==> src/rtl/gray_pipe.sv <==
// Two-stage RGB565-to-grayscale pipeline, LANES pixels per beat, with frame counter and FSM.
// Define GRAY_ROUND_EN to round half-up before the >>8 instead of truncating.
module gray_pipe #(
  parameter int unsigned IMG_W = 1280,
  parameter int unsigned IMG_H = 720,
  parameter int unsigned LANES = 1
) (
  input  logic                 clk,
  input  logic                 rst_n,
  input  logic                 start,
  input  logic                 abort,
  input  logic [7:0]           coef_r,
  input  logic [7:0]           coef_g,
  input  logic [7:0]           coef_b,
  input  logic [16*LANES-1:0]  in_data,
  input  logic                 in_valid,
  output logic                 in_ready,
  output logic [8*LANES-1:0]   out_data,
  output logic                 out_valid,
  input  logic                 out_ready,
  output logic                 out_last,
  output logic                 busy,
  output logic                 done
);

  localparam int unsigned BEATS = IMG_W * IMG_H / LANES;
  localparam int unsigned CW    = $clog2(BEATS + 1);

  typedef enum logic [1:0] {StIdle, StRun, StFlush, StDone} state_e;

  state_e          state_q;
  logic [CW-1:0]   beat_cnt_q;
  logic [7:0]      coef_r_q, coef_g_q, coef_b_q;
  logic            s1_valid_q, s1_last_q;
  logic [15:0]     prod_r_q [LANES];
  logic [15:0]     prod_g_q [LANES];
  logic [15:0]     prod_b_q [LANES];

  logic            stall, accept, last_in;
  logic [7:0]      r8 [LANES];
  logic [7:0]      g8 [LANES];
  logic [7:0]      b8 [LANES];
  logic [17:0]     sum [LANES];
  logic [9:0]      shifted [LANES];
  logic [8*LANES-1:0] gray;

  assign stall    = out_valid && !out_ready;
  assign in_ready = (state_q == StRun) && !stall;
  assign accept   = in_valid && in_ready;
  assign last_in  = (beat_cnt_q == CW'(BEATS - 1));

  // Bit replication keeps full-scale 5/6-bit inputs mapping to 255.
  always_comb begin
    for (int k = 0; k < LANES; k++) begin
      r8[k] = {in_data[16*k+11 +: 5], in_data[16*k+13 +: 3]};
      g8[k] = {in_data[16*k+5 +: 6], in_data[16*k+9 +: 2]};
      b8[k] = {in_data[16*k +: 5], in_data[16*k+2 +: 3]};
    end
  end

  always_comb begin
    gray = '0;
    for (int k = 0; k < LANES; k++) begin
      sum[k] = 18'(prod_r_q[k]) + 18'(prod_g_q[k]) + 18'(prod_b_q[k]);
`ifdef GRAY_ROUND_EN
      sum[k] = sum[k] + 18'd128;
`else
      sum[k] = sum[k];
`endif
      shifted[k] = 10'(sum[k] >> 8);
      gray[8*k +: 8] = (shifted[k][9:8] != 2'b00) ? 8'hFF : shifted[k][7:0];
    end
  end

  always_ff @(posedge clk or negedge rst_n) begin
    if (!rst_n) begin
      state_q    <= StIdle;
      beat_cnt_q <= '0;
      coef_r_q   <= 8'd77;
      coef_g_q   <= 8'd150;
      coef_b_q   <= 8'd29;
      busy       <= 1'b0;
      done       <= 1'b0;
    end else if (abort) begin
      state_q <= StIdle;
      busy    <= 1'b0;
      done    <= 1'b0;
    end else begin
      done <= 1'b0;
      unique case (state_q)
        StIdle: begin
          if (start) begin
            state_q    <= StRun;
            busy       <= 1'b1;
            beat_cnt_q <= '0;
            coef_r_q   <= coef_r;
            coef_g_q   <= coef_g;
            coef_b_q   <= coef_b;
          end
        end
        StRun: begin
          if (accept) begin
            beat_cnt_q <= beat_cnt_q + 1'b1;
            if (last_in) state_q <= StFlush;
          end
        end
        StFlush: begin
          // The tagged last beat is the final one, so its acceptance leaves the pipe empty.
          if (out_valid && out_ready && out_last) begin
            state_q <= StDone;
            busy    <= 1'b0;
            done    <= 1'b1;
          end
        end
        StDone:  state_q <= StIdle;
        default: state_q <= StIdle;
      endcase
    end
  end

  always_ff @(posedge clk or negedge rst_n) begin
    if (!rst_n) begin
      s1_valid_q <= 1'b0;
      s1_last_q  <= 1'b0;
      out_valid  <= 1'b0;
      out_last   <= 1'b0;
      out_data   <= '0;
      for (int k = 0; k < LANES; k++) begin
        prod_r_q[k] <= '0;
        prod_g_q[k] <= '0;
        prod_b_q[k] <= '0;
      end
    end else if (abort) begin
      s1_valid_q <= 1'b0;
      s1_last_q  <= 1'b0;
      out_valid  <= 1'b0;
      out_last   <= 1'b0;
    end else if (!stall) begin
      s1_valid_q <= accept;
      s1_last_q  <= accept && last_in;
      if (accept) begin
        for (int k = 0; k < LANES; k++) begin
          prod_r_q[k] <= coef_r_q * r8[k];
          prod_g_q[k] <= coef_g_q * g8[k];
          prod_b_q[k] <= coef_b_q * b8[k];
        end
      end
      out_valid <= s1_valid_q;
      out_last  <= s1_valid_q && s1_last_q;
      if (s1_valid_q) out_data <= gray;
    end
  end

endmodule

==> config.mk <==
export PLATFORM = sky130hd
export DESIGN_NAME = gray_pipe
export DESIGN_NICKNAME = d
export VERILOG_FILES = /design/src/rtl/gray_pipe.sv
export SDC_FILE = /design/constraint.sdc
export NUM_CORES = 1
export LEC_CHECK = 0
export CORE_ASPECT_RATIO = 0.75
export CORE_MARGIN = 1.5
export CORE_UTILIZATION = 60
export DETAILED_ROUTE_END_ITERATION = 16
export PLACE_DENSITY = 0.91
export REMOVE_ABC_BUFFERS = 1
export SETUP_SLACK_MARGIN = 0.4
export SLEW_MARGIN = 20
export SYNTH_ARGS = -nofsm -noshare
export SYNTH_HDL_FRONTEND = slang
export SYNTH_SLANG_ARGS = --single-unit
export TNS_END_PERCENT = 50
==> constraint.sdc <==
create_clock -name clk -period 5.3 [get_ports clk]
set_input_delay 1.59 -clock clk [delete_from_list [all_inputs] [get_ports clk]]
set_output_delay 1.59 -clock clk [all_outputs]
set_load 0.005 [all_outputs]
==> results.py <==
metrics = {
    "status": {
        "status": "complete, but fails checks",
        "violations": "negative setup slack",
    },
    "place": {
        "dpl.hpwl_um": 22450,
        "place.port_buffers": 58,
        "gp_congestion": 0.9079,
    },
    "worst_setup_path": {
        "critPathMaxFanout": 2,
        "startpoint": "in_data[2]",
        "critPathCapture": "prod_b_q[15]",
        "r2r-end": "prod_b_q[15]",
        "r2r_setup_slack_ps": 10,
        "worstSetupEndpointType": "flop",
        "start_kind": "input pin",
        "cp.arrival_ps": 6320,
        "r2r_start": "coef_b_q[1]",
        "required_ps": 5540,
        "critPathKind": "input pin to flop",
        "reg2regPathDepth": 19,
    },
    "routing": {
        "ant_nets": 0,
        "first_pass_iters": 9,
        "viasPerCell": 6.590,
        "avgRoutedWirePerCell_um": 27.28,
        "drt_iter0_markers": 1518,
        "drt-total-wl_um": 42750,
        "vias": 10330,
        "drc": 0,
    },
    "sta": {
        "finalHoldViolCount": 0,
        "slew_headroom_pct": 37.46,
        "tightest_slew_ps": 928.3,
        "setup-violations-final": 23,
        "post-route-period-util_pct": 114.8,
        "drv_slew": 0,
        "finalWorstSetupSlack_ps": -782.4,
        "clock_skew_ps": 15.42,
        "fmax_mhz": 164.4,
        "period_needed_ps": 6082,
        "rsz0062_at_grt": "yes",
    },
    "finish": {
        "layout.nets": 1614,
        "synthToLayoutAreaGrowth_pct": 28.42,
        "drive_above_1_share_pct": 31.17,
        "diodes": 0,
        "post-route-util_pct": 79.14,
    },
    "floorplanning": {
        "die_y_um": 119.8,
        "start_util_pct": 61.62,
        "coreArea_mm2": 0.01771,
        "die_area_mm2": 0.01901,
        "die_w_um": 158.7,
        "io-pin-count": 59,
        "placementRows": 42,
    },
    "global_routing": {
        "grt_pass1_vias": 10590,
        "antenna_found_initial": 0,
        "grt_pass1_wl_um": 57250,
        "track_usage_pct": 39.69,
        "grt_max_degree": 85,
        "grt_overflow": 0,
    },
    "synth": {
        "ys_async_sr_fraction_pct": 100.0,
        "syn_area_mm2": 0.01091,
        "synth.distinct_cells": 59,
        "synth_edf_count": 0,
        "syn_inst": 1097,
        "syn_avg_cell_area_um2": 9.948,
        "ys_seq_area_share_pct": 24.90,
        "ys_warn_count": 0,
        "ys_ff_latch": 108,
        "synth-main-ff-cell": "dfrtp_1",
    },
    "clocking": {
        "clkSinkCount": 108,
        "clkLatencyLatePin_ps": 400,
        "clkSlewWorstSetupHoldPaths_ps": 90,
        "cts_root_buffer": "clkbuf_16",
        "cts_buffers": 9,
        "htreeDepth": 3,
        "tritoncts": "done",
        "clockBufferDepth": 2,
    },
    "worst_hold_path": {
        "hp-class": "flop to flop",
    },
    "job": {
        "maxCapViolCount": 0,
    },
}
-- timing repair --
action,CTS,global route
resized for setup,197,66
hold buffers,0,0
endpoints found under the setup margin,30,25
gates cloned,0,0
setup buffers,12,9
pin swaps,110,63
hold endpoints to repair,0,0
-- synth_stat cells, types with 3 or more instances --
cell type,instances,area [µm²]
inv_1,178,668.1
ha_1,125,1564
fa_1,123,2462
and2_1,107,669.4
dfrtp_1,96,2402
nand2_1,87,326.6
o21ai_0,54,270.3
nor2_1,49,183.9
mux2_2,38,427.9
a21oi_1,33,165.2
xor2_1,29,254.0
xnor2_1,26,227.7
a21o_1,14,105.1
clkbuf_1,13,48.80
dfstp_2,12,315.3
nand3_1,11,55.05
nor2b_1,10,62.56
nand2b_1,6,37.54
nand4_1,6,37.54
o21bai_1,6,45.04
a21oi_2,5,43.79
o21a_1,5,37.54
o22a_2,5,50.05
nor3_1,4,20.02
a31oi_1,3,18.77
and3_1,3,18.77
mux2i_1,3,30.03
o21ai_2,3,26.28
-- layout by cell type, fill, tap and decap left out, types with 37 or more instances in the layout --
cell / count
clkdlybuf4s50_1: 41
nand2_1: 82
buf_4: 157
ha_1: 107
mux2_2: 38
o21ai_0: 37
and2_1: 73
inv_1: 152
nor2_1: 48
fa_1: 113
dfrtp_1: 96
-- layer usage --
layer | vias to the layer above | wire [µm] | global-route usage [%]
li1 | 3986 | - | -
met1 | 4850 | 13780 | 45.15
met2 | 1047 | 18400 | 64.78
met3 | 440 | 6092 | 11.41
met4 | 4 | 4345 | 28.69
met5 | - | 126 | 0
-- registers in the layout, summed over array words and instances, names as in the netlist --
| register | cells |
|---|---|
| prod_g_q | 16 |
| s1_last_q | 1 |
| done | 1 |
| coef_g_q | 8 |
| prod_b_q | 16 |
| prod_r_q | 16 |
| coef_r_q | 8 |
| out_valid | 1 |
| out_last | 1 |
| busy | 1 |
| out_data | 8 |
| state_q | 2 |
| s1_valid_q | 1 |
| coef_b_q | 8 |
| beat_cnt_q | 20 |
-- logic make-up (layout without fill, tap and decap cells) --
group                      after synthesis  after routing  share of synthesized area, %
buffers and inverters                  195            423                         6.742
AOI/OAI and AO/OA                      150            150                         8.805
and+or+nand+nor                        300            300                         14.05
DFF                                    108            108                         24.90
adders and majority gates              248            248                         36.90
muxes                                   41             41                         4.196
xor gates and xnor gates                55             55                         4.414
-- metrics by stage --
step	setup slack (ps)	cells	hold slack [ps]	TNS [ps]	instance area, µm²
final	-782.4	1567	528.3	-4828	14010
after global routing	-776.6	1567	549.8	-7031	14010
after CTS	3.634	1558	529.2	0	13700
after detailed placement	-1250	1530	500.2	-20390	12860
after global placement	-881.5	1530	483.0	-15620	12860
after floorplan	-474.7	1080	469.5	-2180	10850
-- worst min-delay path by stage --
stage	cells after the start	slack, ps	startpoint	endpoint
6_report	2	530	prod_r_q[15]	prod_r_q[15]
5_1_grt	1	550	out_data[2]	out_data[2]
4_1_cts	1	530	prod_g_q[0]	prod_g_q[0]
3_5_place_dp	2	500	prod_b_q[8]	prod_b_q[8]
3_3_place_gp	2	480	prod_b_q[6]	prod_b_q[6]
2_1_floorplan	2	470	prod_b_q[10]	prod_b_q[10]
-- area by class of cell --
type | instances | area, µm²
clock buffers | 9 | 225.2
clock inverters | 7 | 83.83
fillers | 885 | 3695
inverters | 178 | 668.1
multi-input cells | 794 | 8119
flip-flops and latches | 108 | 2718
well taps | 242 | 302.8
repair buffers | 229 | 1898
-- critical path, cell delays in order --
cell,delay [ps]
buf_6,90
and2_4,130
fa_1,590
inv_2,50
fa_1,490
inv_2,50
fa_1,530
inv_2,60
fa_1,560
inv_2,80
ha_4,240
a21oi_4,170
nor2b_4,70
a311oi_4,320
o2bb2ai_4,190
buf_12,160
o21ai_4,60
a21oi_2,360
xnor2_1,370
o21ai_1,170
Power is left out: the tool's default activity adds up to more than one toggle a clock period on the data nets, which glitch-free logic cannot reach.
